`src/rtl/imem_fetch_ctrl_if.sv`:
```
// imem_fetch_ctrl_if
// Bundles the fetch sequencer's control inputs, instruction-memory port and
// issue-side outputs.
//   master : the fetch sequencer. It drives imem_addr, instr, instr_pc,
//            instr_valid, halted and fetch_count. It receives start, stall,
//            redirect_valid, redirect_target and imem_data.
//   slave  : the surrounding core and memory, with the opposite directions.
interface imem_fetch_ctrl_if #(
  parameter int ADDR_W = 8,
  parameter int DATA_W = 32
);
  logic              start;
  logic              stall;
  logic              redirect_valid;
  logic [ADDR_W-1:0] redirect_target;
  logic [ADDR_W-1:0] imem_addr;
  logic [DATA_W-1:0] imem_data;
  logic [DATA_W-1:0] instr;
  logic [ADDR_W-1:0] instr_pc;
  logic              instr_valid;
  logic              halted;
  logic [15:0]       fetch_count;

  modport master (
    input  start, stall, redirect_valid, redirect_target, imem_data,
    output imem_addr, instr, instr_pc, instr_valid, halted, fetch_count
  );

  modport slave (
    output start, stall, redirect_valid, redirect_target, imem_data,
    input  imem_addr, instr, instr_pc, instr_valid, halted, fetch_count
  );
endinterface

```
`src/rtl/imem_fetch_ctrl.sv`:
```
// imem_fetch_ctrl
// Instruction-fetch sequencer for the 256-word instruction memory. It owns the
// PC, addresses memory directly from the PC register, and latches the returned
// word into an issue register tagged with its PC.
// Ports:
//   clk   : rising-edge clock
//   reset : asynchronous, active-high; forces IDLE and clears all state
//   bus   : imem_fetch_ctrl_if.master
//           start/stall/redirect in, imem_addr/imem_data memory port,
//           and instr/instr_pc/instr_valid/halted/fetch_count out.
// A redirect takes priority over a stall, and a stall takes priority over a
// fetch. A word whose opcode equals HALT_OPCODE is never issued. It parks the
// sequencer in HALT with the PC still pointing at the halt word.
module imem_fetch_ctrl #(
  parameter int              ADDR_W      = 8,
  parameter int              DATA_W      = 32,
  parameter logic [ADDR_W-1:0] RESET_PC  = {ADDR_W{1'b0}},
  parameter logic [5:0]      HALT_OPCODE = 6'b111111
) (
  input  logic               clk,
  input  logic               reset,
  imem_fetch_ctrl_if.master  bus
);

  typedef enum logic [1:0] {
    ST_IDLE = 2'd0,
    ST_RUN  = 2'd1,
    ST_HALT = 2'd2
  } state_t;

  state_t            state_q, state_d;
  logic [ADDR_W-1:0] pc_q, pc_d;
  logic [DATA_W-1:0] instr_q, instr_d;
  logic [ADDR_W-1:0] instr_pc_q, instr_pc_d;
  logic              instr_valid_q, instr_valid_d;
  logic              halted_q, halted_d;
  logic [15:0]       fetch_count_q, fetch_count_d;
  logic              is_halt_word;

  assign is_halt_word = (bus.imem_data[DATA_W-1 -: 6] == HALT_OPCODE);

  // Next-state and next-output computation for the fetch sequencer
  always_comb begin
    state_d       = state_q;
    pc_d          = pc_q;
    instr_d       = instr_q;
    instr_pc_d    = instr_pc_q;
    instr_valid_d = instr_valid_q;
    halted_d      = halted_q;
    fetch_count_d = fetch_count_q;

    case (state_q)
      ST_IDLE: begin
        if (bus.start) begin
          state_d = ST_RUN;
          pc_d    = RESET_PC;
        end else begin
          state_d = ST_IDLE;
        end
      end

      ST_RUN: begin
        if (bus.redirect_valid) begin
          // Redirect wins even over stall; the slot becomes a bubble.
          pc_d          = bus.redirect_target;
          instr_valid_d = 1'b0;
        end else if (bus.stall) begin
          state_d = ST_RUN;
        end else if (is_halt_word) begin
          // Halt word is not issued. The PC stays on it.
          state_d       = ST_HALT;
          instr_valid_d = 1'b0;
          halted_d      = 1'b1;
        end else begin
          instr_d       = bus.imem_data;
          instr_pc_d    = pc_q;
          instr_valid_d = 1'b1;
          // PC wraps modulo 2^ADDR_W by natural truncation.
          pc_d          = pc_q + {{(ADDR_W-1){1'b0}}, 1'b1};
          if (fetch_count_q != 16'hFFFF) begin
            fetch_count_d = fetch_count_q + 16'd1;
          end else begin
            fetch_count_d = fetch_count_q;
          end
        end
      end

      ST_HALT: begin
        if (bus.redirect_valid) begin
          state_d  = ST_RUN;
          pc_d     = bus.redirect_target;
          halted_d = 1'b0;
        end else begin
          state_d = ST_HALT;
        end
      end

      default: begin
        state_d       = ST_IDLE;
        instr_valid_d = 1'b0;
        halted_d      = 1'b0;
      end
    endcase
  end

  // State and output registers with asynchronous reset
  always_ff @(posedge clk or posedge reset) begin
    if (reset) begin
      state_q       <= ST_IDLE;
      pc_q          <= {ADDR_W{1'b0}};
      instr_q       <= {DATA_W{1'b0}};
      instr_pc_q    <= {ADDR_W{1'b0}};
      instr_valid_q <= 1'b0;
      halted_q      <= 1'b0;
      fetch_count_q <= 16'd0;
    end else begin
      state_q       <= state_d;
      pc_q          <= pc_d;
      instr_q       <= instr_d;
      instr_pc_q    <= instr_pc_d;
      instr_valid_q <= instr_valid_d;
      halted_q      <= halted_d;
      fetch_count_q <= fetch_count_d;
    end
  end

  assign bus.imem_addr   = pc_q;
  assign bus.instr       = instr_q;
  assign bus.instr_pc    = instr_pc_q;
  assign bus.instr_valid = instr_valid_q;
  assign bus.halted      = halted_q;
  assign bus.fetch_count = fetch_count_q;

endmodule

```
`src/flat_wrapper.sv`:
```
// flat-port wrapper written by rule: the top's interface ports become plain ports
module imem_fetch_ctrl_flat 
#(
  parameter int              ADDR_W      = 8,
  parameter int              DATA_W      = 32,
  parameter logic [ADDR_W-1:0] RESET_PC  = {ADDR_W{1'b0}},
  parameter logic [5:0]      HALT_OPCODE = 6'b111111
)
  (clk, reset, bus_start, bus_stall, bus_redirect_valid, bus_redirect_target, bus_imem_data, bus_imem_addr, bus_instr, bus_instr_pc, bus_instr_valid, bus_halted, bus_fetch_count);
  imem_fetch_ctrl_if #(.ADDR_W(ADDR_W), .DATA_W(DATA_W)) bus_i ();
  input  logic clk;
  input  logic reset;
  input wire logic [$bits(bus_i.start)-1:0] bus_start;
  input wire logic [$bits(bus_i.stall)-1:0] bus_stall;
  input wire logic [$bits(bus_i.redirect_valid)-1:0] bus_redirect_valid;
  input wire logic [$bits(bus_i.redirect_target)-1:0] bus_redirect_target;
  input wire logic [$bits(bus_i.imem_data)-1:0] bus_imem_data;
  output wire logic [$bits(bus_i.imem_addr)-1:0] bus_imem_addr;
  output wire logic [$bits(bus_i.instr)-1:0] bus_instr;
  output wire logic [$bits(bus_i.instr_pc)-1:0] bus_instr_pc;
  output wire logic [$bits(bus_i.instr_valid)-1:0] bus_instr_valid;
  output wire logic [$bits(bus_i.halted)-1:0] bus_halted;
  output wire logic [$bits(bus_i.fetch_count)-1:0] bus_fetch_count;
  assign bus_i.start = bus_start;
  assign bus_i.stall = bus_stall;
  assign bus_i.redirect_valid = bus_redirect_valid;
  assign bus_i.redirect_target = bus_redirect_target;
  assign bus_i.imem_data = bus_imem_data;
  assign bus_imem_addr = bus_i.imem_addr;
  assign bus_instr = bus_i.instr;
  assign bus_instr_pc = bus_i.instr_pc;
  assign bus_instr_valid = bus_i.instr_valid;
  assign bus_halted = bus_i.halted;
  assign bus_fetch_count = bus_i.fetch_count;
  imem_fetch_ctrl #(.ADDR_W(ADDR_W), .DATA_W(DATA_W), .RESET_PC(RESET_PC), .HALT_OPCODE(HALT_OPCODE)) u_core (.clk(clk), .reset(reset), .bus(bus_i));
endmodule
```
`config.mk`:
```
export PLATFORM = sky130hd
export DESIGN_NAME = imem_fetch_ctrl_flat
export DESIGN_NICKNAME = d
export VERILOG_FILES = /design/src/rtl/imem_fetch_ctrl_if.sv /design/src/rtl/imem_fetch_ctrl.sv /design/src/flat_wrapper.sv
export SDC_FILE = /design/constraint.sdc
export NUM_CORES = 1
export LEC_CHECK = 0
export ABC_AREA = 1
export CORE_ASPECT_RATIO = 1.2
export CORE_UTILIZATION = 46
export CTS_CLUSTER_DIAMETER = 80
export CTS_CLUSTER_SIZE = 40
export DETAILED_ROUTE_END_ITERATION = 7
export HOLD_SLACK_MARGIN = 0.06
export PLACE_DENSITY = 0.87
export SLEW_MARGIN = 20
export SYNTH_ARGS = -nofsm -noshare
export SYNTH_HDL_FRONTEND = slang
export SYNTH_SLANG_ARGS = --single-unit
```
`constraint.sdc`:
```
create_clock -name clk -period 2.95 [get_ports clk]
set_clock_uncertainty 0.1 [all_clocks]
set_input_delay 0.59 -clock clk [delete_from_list [all_inputs] [get_ports clk]]
set_output_delay 0.59 -clock clk [all_outputs]
set_load 0.01 [all_outputs]
```
# Word-level counts from Yosys, hierarchy flattened
# Index checks and enable logic that the tools add are counted.
# totals
ff_bits	68
out_inout_bits	66
# classes
add_sub_neg	2
eq_ne	12
n_mux	21
bitwise_logic	5
n_reduce_logical	9
# op_table
operator	n
$mux 8	5
$pmux 8 s3	1
$add 16x1->16 const B	1
$ne 16x16->1 const B	1
$reduce_and 5->1	3
$add 8x1->8 const B	1
$mux 1	8
$mux 2	4
$ne 2x2->1 const B	4
$eq 6x6->1 const B	1
$ne 3x3->1 const B	2
$pmux 2 s3	1
$not 1->1	5
$reduce_and 2->1	2
$reduce_and 4->1	1
$ne 3x2->1 const B	1
$pmux 1 s3	1
$reduce_bool 3->1	1
$eq 2x1->1 const B	1
$eq 2x2->1 const B	1
$logic_not 2->1	1
$ne 2x1->1 const B	1
$pmux 1 s2	1
$reduce_or 2->1	1

# Longest topological paths before layout
# Gate-level depths: netlist (run 1).
# depth
depth_word	5
depth_mapped	10
mapped_depth_nobuf	10

# Worst setup path after synthesis (run 1)
# No wires, ideal clock.
# synth_timing
path_kind	reg2reg
startpoint	reg u_core.fetch_count_q[0], in the netlist u_core.bus.fetch_count[0]
endpoint	reg u_core.fetch_count_q[5], in the netlist u_core.bus.fetch_count[5]
arrival_ns	1.421
required_ns	2.734
slack_ns	1.313
stages_incl_launch_ff	10
synth_period_minus_slack_ns	1.637
cell_sequence	dfrtp_1 > ha_1 > inv_1 > nor2_2 > nand3_2 > nor2_1 > nor2_2 > buf_6 > nand2_1 > nand2_1
# synth_via
elab_chain_cells	2
# synth_rtl
item	line	rtl
start: declaration	imem_fetch_ctrl.sv:37	logic [15:0] fetch_count_q, fetch_count_d;
start signal: assignment	imem_fetch_ctrl.sv:123	fetch_count_q <= fetch_count_d;
branches (longest 2 deep; another with $add 16x1->16)	--	
# Parallel ways; which one is timed is not known.
# A chain may end at the register's enable or synchronous reset.

# Final worst setup path (run 1)
# layout_timing
startpoint	reg u_core.state_q[1]
endpoint	reg u_core.fetch_count_q[11], in the netlist u_core.bus.fetch_count[11]
# layout_via
elab_chain_cells	2
# layout_rtl
item	line	rtl
start: declaration	imem_fetch_ctrl.sv:31	state_t state_q, state_d;
start signal: assignment	imem_fetch_ctrl.sv:117	state_q <= state_d;
$eq 2x1->1	imem_fetch_ctrl.sv:52	case (state_q)
$reduce_and 5->1 (no line)	--	
# No other way between the ends.

==> results of run 1 <==
## worst reg2reg max path: stages, from the launching register on
cell and delay [ps]:
dfrtp_1 420, inv_1 110, ha_1 250, inv_2 70, nor2_2 140, nand3_2 160
inv_2 500, nand2_4 230, nand2_1 110, nand2_1 70
## routing by layer
layer	share of wire	GRT usage	wire length [um]
met5	0	0	0
met4	0.016	0.0878	138
met2	0.50	0.422	4420
met1	0.42	0.304	3670
met3	0.061	0.0569	532
## worst paths after layout
check                                     startpoint                         end  slack (ps)
min in group asynchronous                      reset         u_core.bus.instr[1]         570
max in group asynchronous                      reset     u_core.bus.imem_addr[5]        1890
worst min register to register  u_core.bus.instr[11]        u_core.bus.instr[11]         380
worst max-delay path               u_core.state_q[1]  u_core.bus.fetch_count[11]         680
worst min-delay path            u_core.bus.instr[11]        u_core.bus.instr[11]         380
worst max register to register     u_core.state_q[1]  u_core.bus.fetch_count[11]         680
## stage by stage
step | worst slack (ps) | total power, mW | std cells
after floorplan | 548 | 2.35 | 455
after global placement | 455 | 3.27 | 645
after detailed placement | 406 | 3.32 | 645
after CTS | 682 | 4.14 | 661
after global routing | 452 | 4.38 | 661
final | 682 | 4.12 | 661
## sequential cells by signal, summed over array words and instances, names as in the netlist
register                count
u_core.state_q              2
u_core.bus.fetch_count     16
u_core.bus.imem_addr        8
u_core.bus.instr_valid      1
u_core.bus.instr_pc         8
u_core.bus.instr           32
u_core.bus.halted           1
## cell type report
type | instances | area [um^2]
fill | 566 | 2220
sequential | 68 | 1700
multi-input combinational | 345 | 1490
timing repair buffer | 113 | 1140
clock buffer | 12 | 155
inverter | 32 | 120
tap | 87 | 109
clock inverter | 4 | 47.5
## power by group
group	total, mW	leakage, nW	switching, mW	internal (mW)
combinational	1.78	1.33	0.881	0.894
sequential	1.56	0.891	0.274	1.28
clock	0.790	0.102	0.356	0.434
## cell families after synthesis
| family | Yosys count | share of synthesized area |
|---|---|---|
| simple gates | 310 | 0.365 |
| flops | 68 | 0.504 |
| xor+xnor | 7 | 0.0182 |
| compound gates | 22 | 0.0352 |
| fa+ha+maj | 6 | 0.0223 |
| buf+inv | 42 | 0.0545 |
## cells in the final DEF, fill, tap and decap left out, drive strengths merged, types with 3 or more instances in the layout
cell,instances
nand3,16
nand4,4
nand2,257
buf,3
xor2,3
clkbuf,12
inv,31
dfrtp,68
ha,6
o21ai,18
clkinv,3
xnor2,4
nor2,32
clkdlybuf4s50,110
## Yosys cell counts (all sizes together)
cell type	instances
nand2	257
dfrtp	68
nor2	32
inv	31
o21ai	18
nand3	16
buf	9
ha	6
nand4	4
xnor2	4
xor2	3
a21oi	1
a22o	1
a22oi	1
clkbuf	1
clkinv	1
nor3	1
o211ai	1
==> impl_metrics.yaml, run 1 <==
flow_run:
  cap_violations: 0
synthesis:
  syn_inst: 455
  ys_warn_count: 0
  syn-num-nets: 506
  synth_top_cell_area_share: 0.504
  netlist_area_mm2: 0.00337
  synth.distinct_cells: 26
  yosysSeqAreaShare: 0.504
  ys_ff_latch: 68
  synth_largest_area_cell: "dfrtp_1"
  synth_area_leaders: "dfrtp_1 50%, nand2_1 28%, inv_1 3.2%, nor2_1 3.1%, o21ai_0 2.5%"
  avgSynthCellArea_um2: 7.41
clocking:
  cts-root-buf: "clkbuf_8"
  cts_tree: "yes"
  clk_latency_ps: 340
  cts_buffers: 9
  cts_max_path_buffers: 2
  cts_hold_buf: 0
  path_clk_slew_ps: 80
  cts_resized: 0
  cts_num_sinks: 68
  cts_setup_buffers: 0
  ctsHtreeMaxLevel: 3
floorplanning:
  rows: 33
  die_h_um: 95.8
  die-area_mm2: 0.00768
  coreArea_mm2: 0.00698
  io_pins: 111
  die_w_um: 80.2
  start_util: 0.483
sta:
  finalHoldViolCount: 0
  tightest_slew_ps: 629
  whs_ps: 380
  fmax_ghz: 0.441
  timing.final.crit_share: 0.769
  slew_violations: 0
  finalCriticalPeriod_ps: 2270
  setup-tns-final_ps: 0
  rsz0062_at_grt: "no"
  relSlewSlack: 0.580
  setup_violations: 0
grt:
  grt_first_pass_wirelength_um: 14400
  grt_max_degree: 69
  grt_pass1_vias: 3245
  grtUsageTotal: 0.246
  overflow: 0
  antenna_found_initial: 0
setup_path:
  crit_arrival_ps: 2400
  start_kind: "register"
  reg2reg_depth: 9
  cp_data_required_time_ps: 3080
  path_buf_inv: 3
  crit_cells: 9
  cp_max_fo: 37
  worstPathCellList: "inv_1, ha_1, inv_2, nor2_2, nand3_2, inv_2, nand2_4, nand2_1, nand2_1"
  critPathTopFamily: "simple AND/OR/NAND/NOR gates"
  cpMaxStageDelayCell: "inv_2"
  slowest_delay_ps: 500
  endpoint_kind: "register"
  critPathKind: "reg -> reg"
layout:
  drive_gt1_frac: 0.0540
  final_util: 0.682
  fin_area_mm2: 0.00476
  diodes: 0
  area_growth_pct: 41.0
  fin_nets: 620
route:
  routed_wl_um: 8750
  ant_nets: 0
  first_pass_iters: 5
  drcViolationCount: 0
  num_vias: 3346
  drt-vias-per-instance: 5.06
  wl_per_cell_um: 13.2
  drtIter0Drc: 233
worst_hold_path:
  hold_path.class: "reg -> reg"
  hold_path_depth: 2
placement:
  placed_area_mm2: 0.00455
  place_congestion: 0.890
  dp_hpwl_um: 6230
  io_buffers: 110
power_and_ir_drop:
  power.density_mw_per_mm2: 867
  leakage_nw: 2.32
  irDropWorstVdd_v: 0.000553
status:
  outcome: "finished, final reports clean"
(Power assumes the default switching activity.)
==> run 2: changes to the inputs <==
Settings changed: CORE_UTILIZATION 46 to 42, PLACE_DENSITY 0.87 to 0.84.
Clock period 2.95 ns to 2 ns, I/O delays scaled along.
==> run 2 against run 1 <==
Against the previous run: worst hold slack worse by 51 ps; critical path type is now reg -> out; largest power group unchanged; the flow now finishes with violations (DRC); sequential share of layout area down 0.75 points; core utilization down 5.5 points.
==> impl_metrics.yaml, run 2 (synthesized netlist as in run 1, its figures left out) <==
status:
  outcome: "finished with violations"
  violations: "DRC"
grt:
  grt_first_pass_wirelength_um: 14800
  grt_max_degree: 23
  grtUsageTotal: 0.225
  overflow: 0
  grt_pass1_vias: 3275
  antenna_found_initial: 0
sta:
  rsz0062_at_grt: "no"
  tightest_slew_ps: 451
  setup-tns-final_ps: 0
  slew_violations: 0
  timing.final.crit_share: 0.953
  finalCriticalPeriod_ps: 1910
  setup_violations: 0
  fmax_ghz: 0.525
  finalHoldViolCount: 0
  relSlewSlack: 0.699
layout:
  largest_register_ffs: 32
  multi_input_area_mm2: 0.00150
  fill_cells: 681
  fin_nets: 631
  drive_gt1_frac: 0.0702
  final_cell_mix: "254 x nand2_1, 110 x clkdlybuf4s50_1, 68 x dfrtp_1"
  final_common_cell: "nand2_1"
  regArea_mm2: 0.00170
  diodes: 0
  area_growth_pct: 44.0
clocking:
  path_clk_slew_ps: 70
  cts-root-buf: "clkbuf_8"
  cts_num_sinks: 68
  cts_buffers: 9
  clk_latency_ps: 340
  cts_tree: "yes"
  ctsHtreeMaxLevel: 3
  cts_setup_buffers: 0
  cts_max_path_buffers: 2
setup_path:
  critPathKind: "reg -> out"
  path_buf_inv: 1
  slowest_delay_ps: 590
  r2r_setup_slack_ps: 140
  worstPathCellList: "clkdlybuf4s50_1"
  r2r_end: "u_core.bus.fetch_count[5]"
  cp_max_fo: 7
  reg2reg_depth: 8
  r2r-start: "u_core.bus.fetch_count[0]"
  crit_cells: 1
  crit_arrival_ps: 1410
  critPathTopFamily: "buffers and inverters"
  endpoint_kind: "output pin"
  start_kind: "register"
  cpMaxStageDelayCell: "clkdlybuf4s50_1"
  cp_data_required_time_ps: 1500
floorplanning:
  rows: 35
  die_w_um: 83.8
  io_pins: 111
  start_util: 0.435
  die_h_um: 100
  coreArea_mm2: 0.00775
  die-area_mm2: 0.00840
power_and_ir_drop:
  irDropWorstVdd_v: 0.000678
  p_int_mw: 3.80
  fin_total_pwr_mw: 5.97
  power_frac_clock: 0.168
  p_sw_mw: 2.17
  p_seq_frac: 0.380
  p_comb_frac: 0.451
  switching_share: 0.363
  leakage_nw: 2.37
  power.density_mw_per_mm2: 1230
route:
  wl_per_cell_um: 13.0
  drt-vias-per-instance: 4.91
  drtIter0Drc: 182
  routed_wl_um: 8770
  first_pass_iters: 6
  ant_nets: 0
  num_vias: 3318
  drcViolationCount: 16
flow_run:
  cap_violations: 0
placement:
  place_congestion: 0.908
  dp_hpwl_um: 6690
  io_buffers: 110
worst_hold_path:
  hold_path.class: "in -> async"
run 2: power groups by stage:
stage	Combinational, mW	Clock (mW)	Sequential [mW]
floorplan	0.995	0	2.48
global placement	2.62	0	2.26
detailed placement	2.70	0	2.28
CTS	2.71	1.03	2.27
global route	2.95	1.09	2.34
finish	2.69	1.01	2.27
run 2: per-layer routing:
| metal | part of all wire | global-route usage | vias up |
|---|---|---|---|
| li1 | - | - | 1644 |
| met1 | 0.39 | 0.242 | 1550 |
| met2 | 0.54 | 0.426 | 107 |
| met3 | 0.049 | 0.0502 | 17 |
| met4 | 0.024 | 0.0928 | 0 |
| met5 | 0 | 0 | - |
run 2: layout make-up:
class	instances	share of cell area
flip-flops and latches	68	0.350
multi-input cells	345	0.309
repair buffers	124	0.256
clock buffers	13	0.0327
inverters	32	0.0260
well taps	92	0.0237
clock inverters	2	0.00206
run 2: how the worst max path moves through the flow:
stage                                         start                          to  slack [ps]
final                       u_core.bus.imem_addr[0]            bus_imem_addr[0]          90
after global routing      u_core.bus.fetch_count[1]  u_core.bus.fetch_count[15]          20
after CTS                         u_core.state_q[1]  u_core.bus.fetch_count[12]          80
after detailed placement          bus_imem_data[31]   u_core.bus.fetch_count[5]        -150
after global placement            bus_imem_data[31]   u_core.bus.fetch_count[8]         -60
after floorplan           u_core.bus.fetch_count[0]   u_core.bus.fetch_count[5]         360
run 2: stage by stage:
step / instances / utilization / setup WS, ps / instance area, um^2 / hold slack [ps]
floorplan: 455 / - / 363 / 3380 / 403
global placement: 661 / 0.603 / -56.9 / 4670 / 361
detailed placement: 661 / 0.603 / -151 / 4670 / 365
CTS: 676 / 0.625 / 77.4 / 4850 / 338
global route: 676 / 0.627 / 17.6 / 4860 / 342
finish: 676 / 0.627 / 93.8 / 4860 / 330
run 2: repair_timing:
item | in CTS | in global routing
hold buffers | 0 | 0
setup endpoints to repair | 7 | 11
pin swaps | 0 | 1
hold endpoints to repair | 0 | 0
gates resized for setup | 1 | 3
==> run 3: changes to the inputs <==
Settings changed: SETUP_SLACK_MARGIN set to 0.3.
==> run 3 against run 2 <==
Against the previous run: the flow still finishes with violations (DRC); clock-buffer cell count unchanged; core utilization increased by 2.0 points; worst hold slack got worse by 2.8 ps; register-to-register slack improved by 250 ps; critical path depth increased by 8; non-clock buffer count increased by 17; first-iteration DRC count increased by 44%; clock power about the same; sequential cell count unchanged; design area increased by 3.2%; sequential power decreased by 2%.
==> impl_metrics.yaml, run 3 (synthesized netlist as in run 1, its figures left out) <==
layout:
  largest_register_ffs: 32
  diodes: 0
  final_cell_mix: "254 x nand2_1, 66 x dlygate4sd2_1, 57 x dfrtp_1"
  fill_cells: 670
  final_common_cell: "nand2_1"
  final_util: 0.647
  fin_nets: 648
  area_growth_pct: 48.7
  drive_gt1_frac: 0.128
  fin_area_mm2: 0.00501
sta:
  fmax_ghz: 0.622
  relSlewSlack: 0.700
  slew_violations: 0
  rsz0062_at_grt: "yes"
  finalCriticalPeriod_ps: 1610
  tightest_slew_ps: 450
  timing.final.crit_share: 0.804
  whs_ps: 327
  finalHoldViolCount: 0
  setup_violations: 0
  setup-tns-final_ps: 0
clocking:
  cts_buffers: 9
  path_clk_slew_ps: 70
  cts_max_path_buffers: 2
  cts-root-buf: "clkbuf_8"
  cts_num_sinks: 68
  cts_tree: "yes"
  clk_latency_ps: 340
  ctsHtreeMaxLevel: 3
grt:
  grt_first_pass_wirelength_um: 15300
  grtUsageTotal: 0.232
  antenna_found_initial: 0
  grt_pass1_vias: 3329
  grt_max_degree: 23
  overflow: 0
route:
  first_pass_iters: 7
  drt-vias-per-instance: 4.94
  ant_nets: 0
  routed_wl_um: 9290
  num_vias: 3424
  drtIter0Drc: 262
  wl_per_cell_um: 13.4
  drcViolationCount: 17
setup_path:
  endpoint_kind: "register"
  path_buf_inv: 2
  worstPathCellList: "ha_4, inv_1, nor2_4, nand3_4, nor2_4, nor2_4, buf_12, nand2_1, nand2_1"
  start_kind: "register"
  critPathTopFamily: "simple AND/OR/NAND/NOR gates"
  cpMaxStageDelayCell: "dfrtp_2"
  cp_max_fo: 15
  cp_data_required_time_ps: 2130
  crit_arrival_ps: 1740
  crit_path_frequent_cell: "nor2_4"
  slowest_delay_ps: 430
  critPathKind: "reg -> reg"
status:
  violations: "DRC"
  outcome: "finished with violations"
placement:
  placed_area_mm2: 0.00467
  place_congestion: 0.908
  io_buffers: 110
  dp_hpwl_um: 6690
floorplanning:
  io_pins: 111
  coreArea_mm2: 0.00775
  rows: 35
  die_w_um: 83.8
  die-area_mm2: 0.00840
  start_util: 0.435
  die_h_um: 100
power_and_ir_drop:
  fin_total_pwr_mw: 5.80
  irDropWorstVdd_v: 0.000697
  leakage_nw: 2.68
  power.density_mw_per_mm2: 1160
flow_run:
  cap_violations: 0
worst_hold_path:
  hold_path.class: "in -> async"
[run 3: worst paths after layout]
path | from | end | slack, ps | cells after the start
worst max-delay path | u_core.bus.fetch_count[1] | u_core.bus.fetch_count[5] | 390 | 9
worst min-delay path | reset | u_core.bus.instr[20] | 330 | 2
worst max register to register | u_core.bus.fetch_count[1] | u_core.bus.fetch_count[5] | 390 | 9
worst min register to register | u_core.bus.instr[23] | u_core.bus.instr[23] | 370 | 2
max in group asynchronous | reset | u_core.bus.imem_addr[0] | 980 | 3
min in group clk | u_core.bus.instr[23] | u_core.bus.instr[23] | 370 | 2
[run 3: metrics by stage]
step / setup WS (ps) / cells
2_1_floorplan: 363 / 455
3_3_place_gp: -56.9 / 661
3_5_place_dp: -151 / 661
4_1_cts: 266 / 690
5_1_grt: 283 / 693
6_report: 391 / 693
[run 3: what timing repair did]
action / CTS / global route
gates cloned: 0 / 1
hold buffers: 0 / 0
endpoints found under the hold margin: 0 / 0
buffers inserted: 14 / 2
resized for setup: 86 / 12
pin swaps: 1 / 4
endpoints found under the setup margin: 130 / 32
[run 3: metal layers]
metal / wire length [um] / track usage
met1: 3710 / 0.253
met2: 4890 / 0.434
met3: 465 / 0.0444
met4: 228 / 0.106
met5: 0 / 0
[run 3: final cells by class]
class                           instances  area (um^2)  share of cell area
Timing Repair Buffer                  141         1330               0.264
Inverter                               32          129              0.0257
Tap cell                               92          115              0.0230
Clock buffer                           13          159              0.0317
Clock inverter                          2         10.0             0.00200
Multi-Input combinational cell        345         1560               0.311
Sequential cell                        68         1720               0.342
[run 3: worst register-to-register path, cell delays in order (launching register included)]
cell	delay, ps
dfrtp_2	430
ha_4	180
inv_1	70
nor2_4	130
nand3_4	110
nor2_4	150
nor2_4	60
buf_12	140
nand2_1	80
nand2_1	50
[run 3: where the power goes]
group / total (mW) / internal (mW) / switching (mW) / leakage, nW
Sequential: 2.23 / 1.90 / 0.328 / 0.874
Combinational: 2.57 / 1.17 / 1.40 / 1.72
Clock: 1.00 / 0.508 / 0.496 / 0.0893
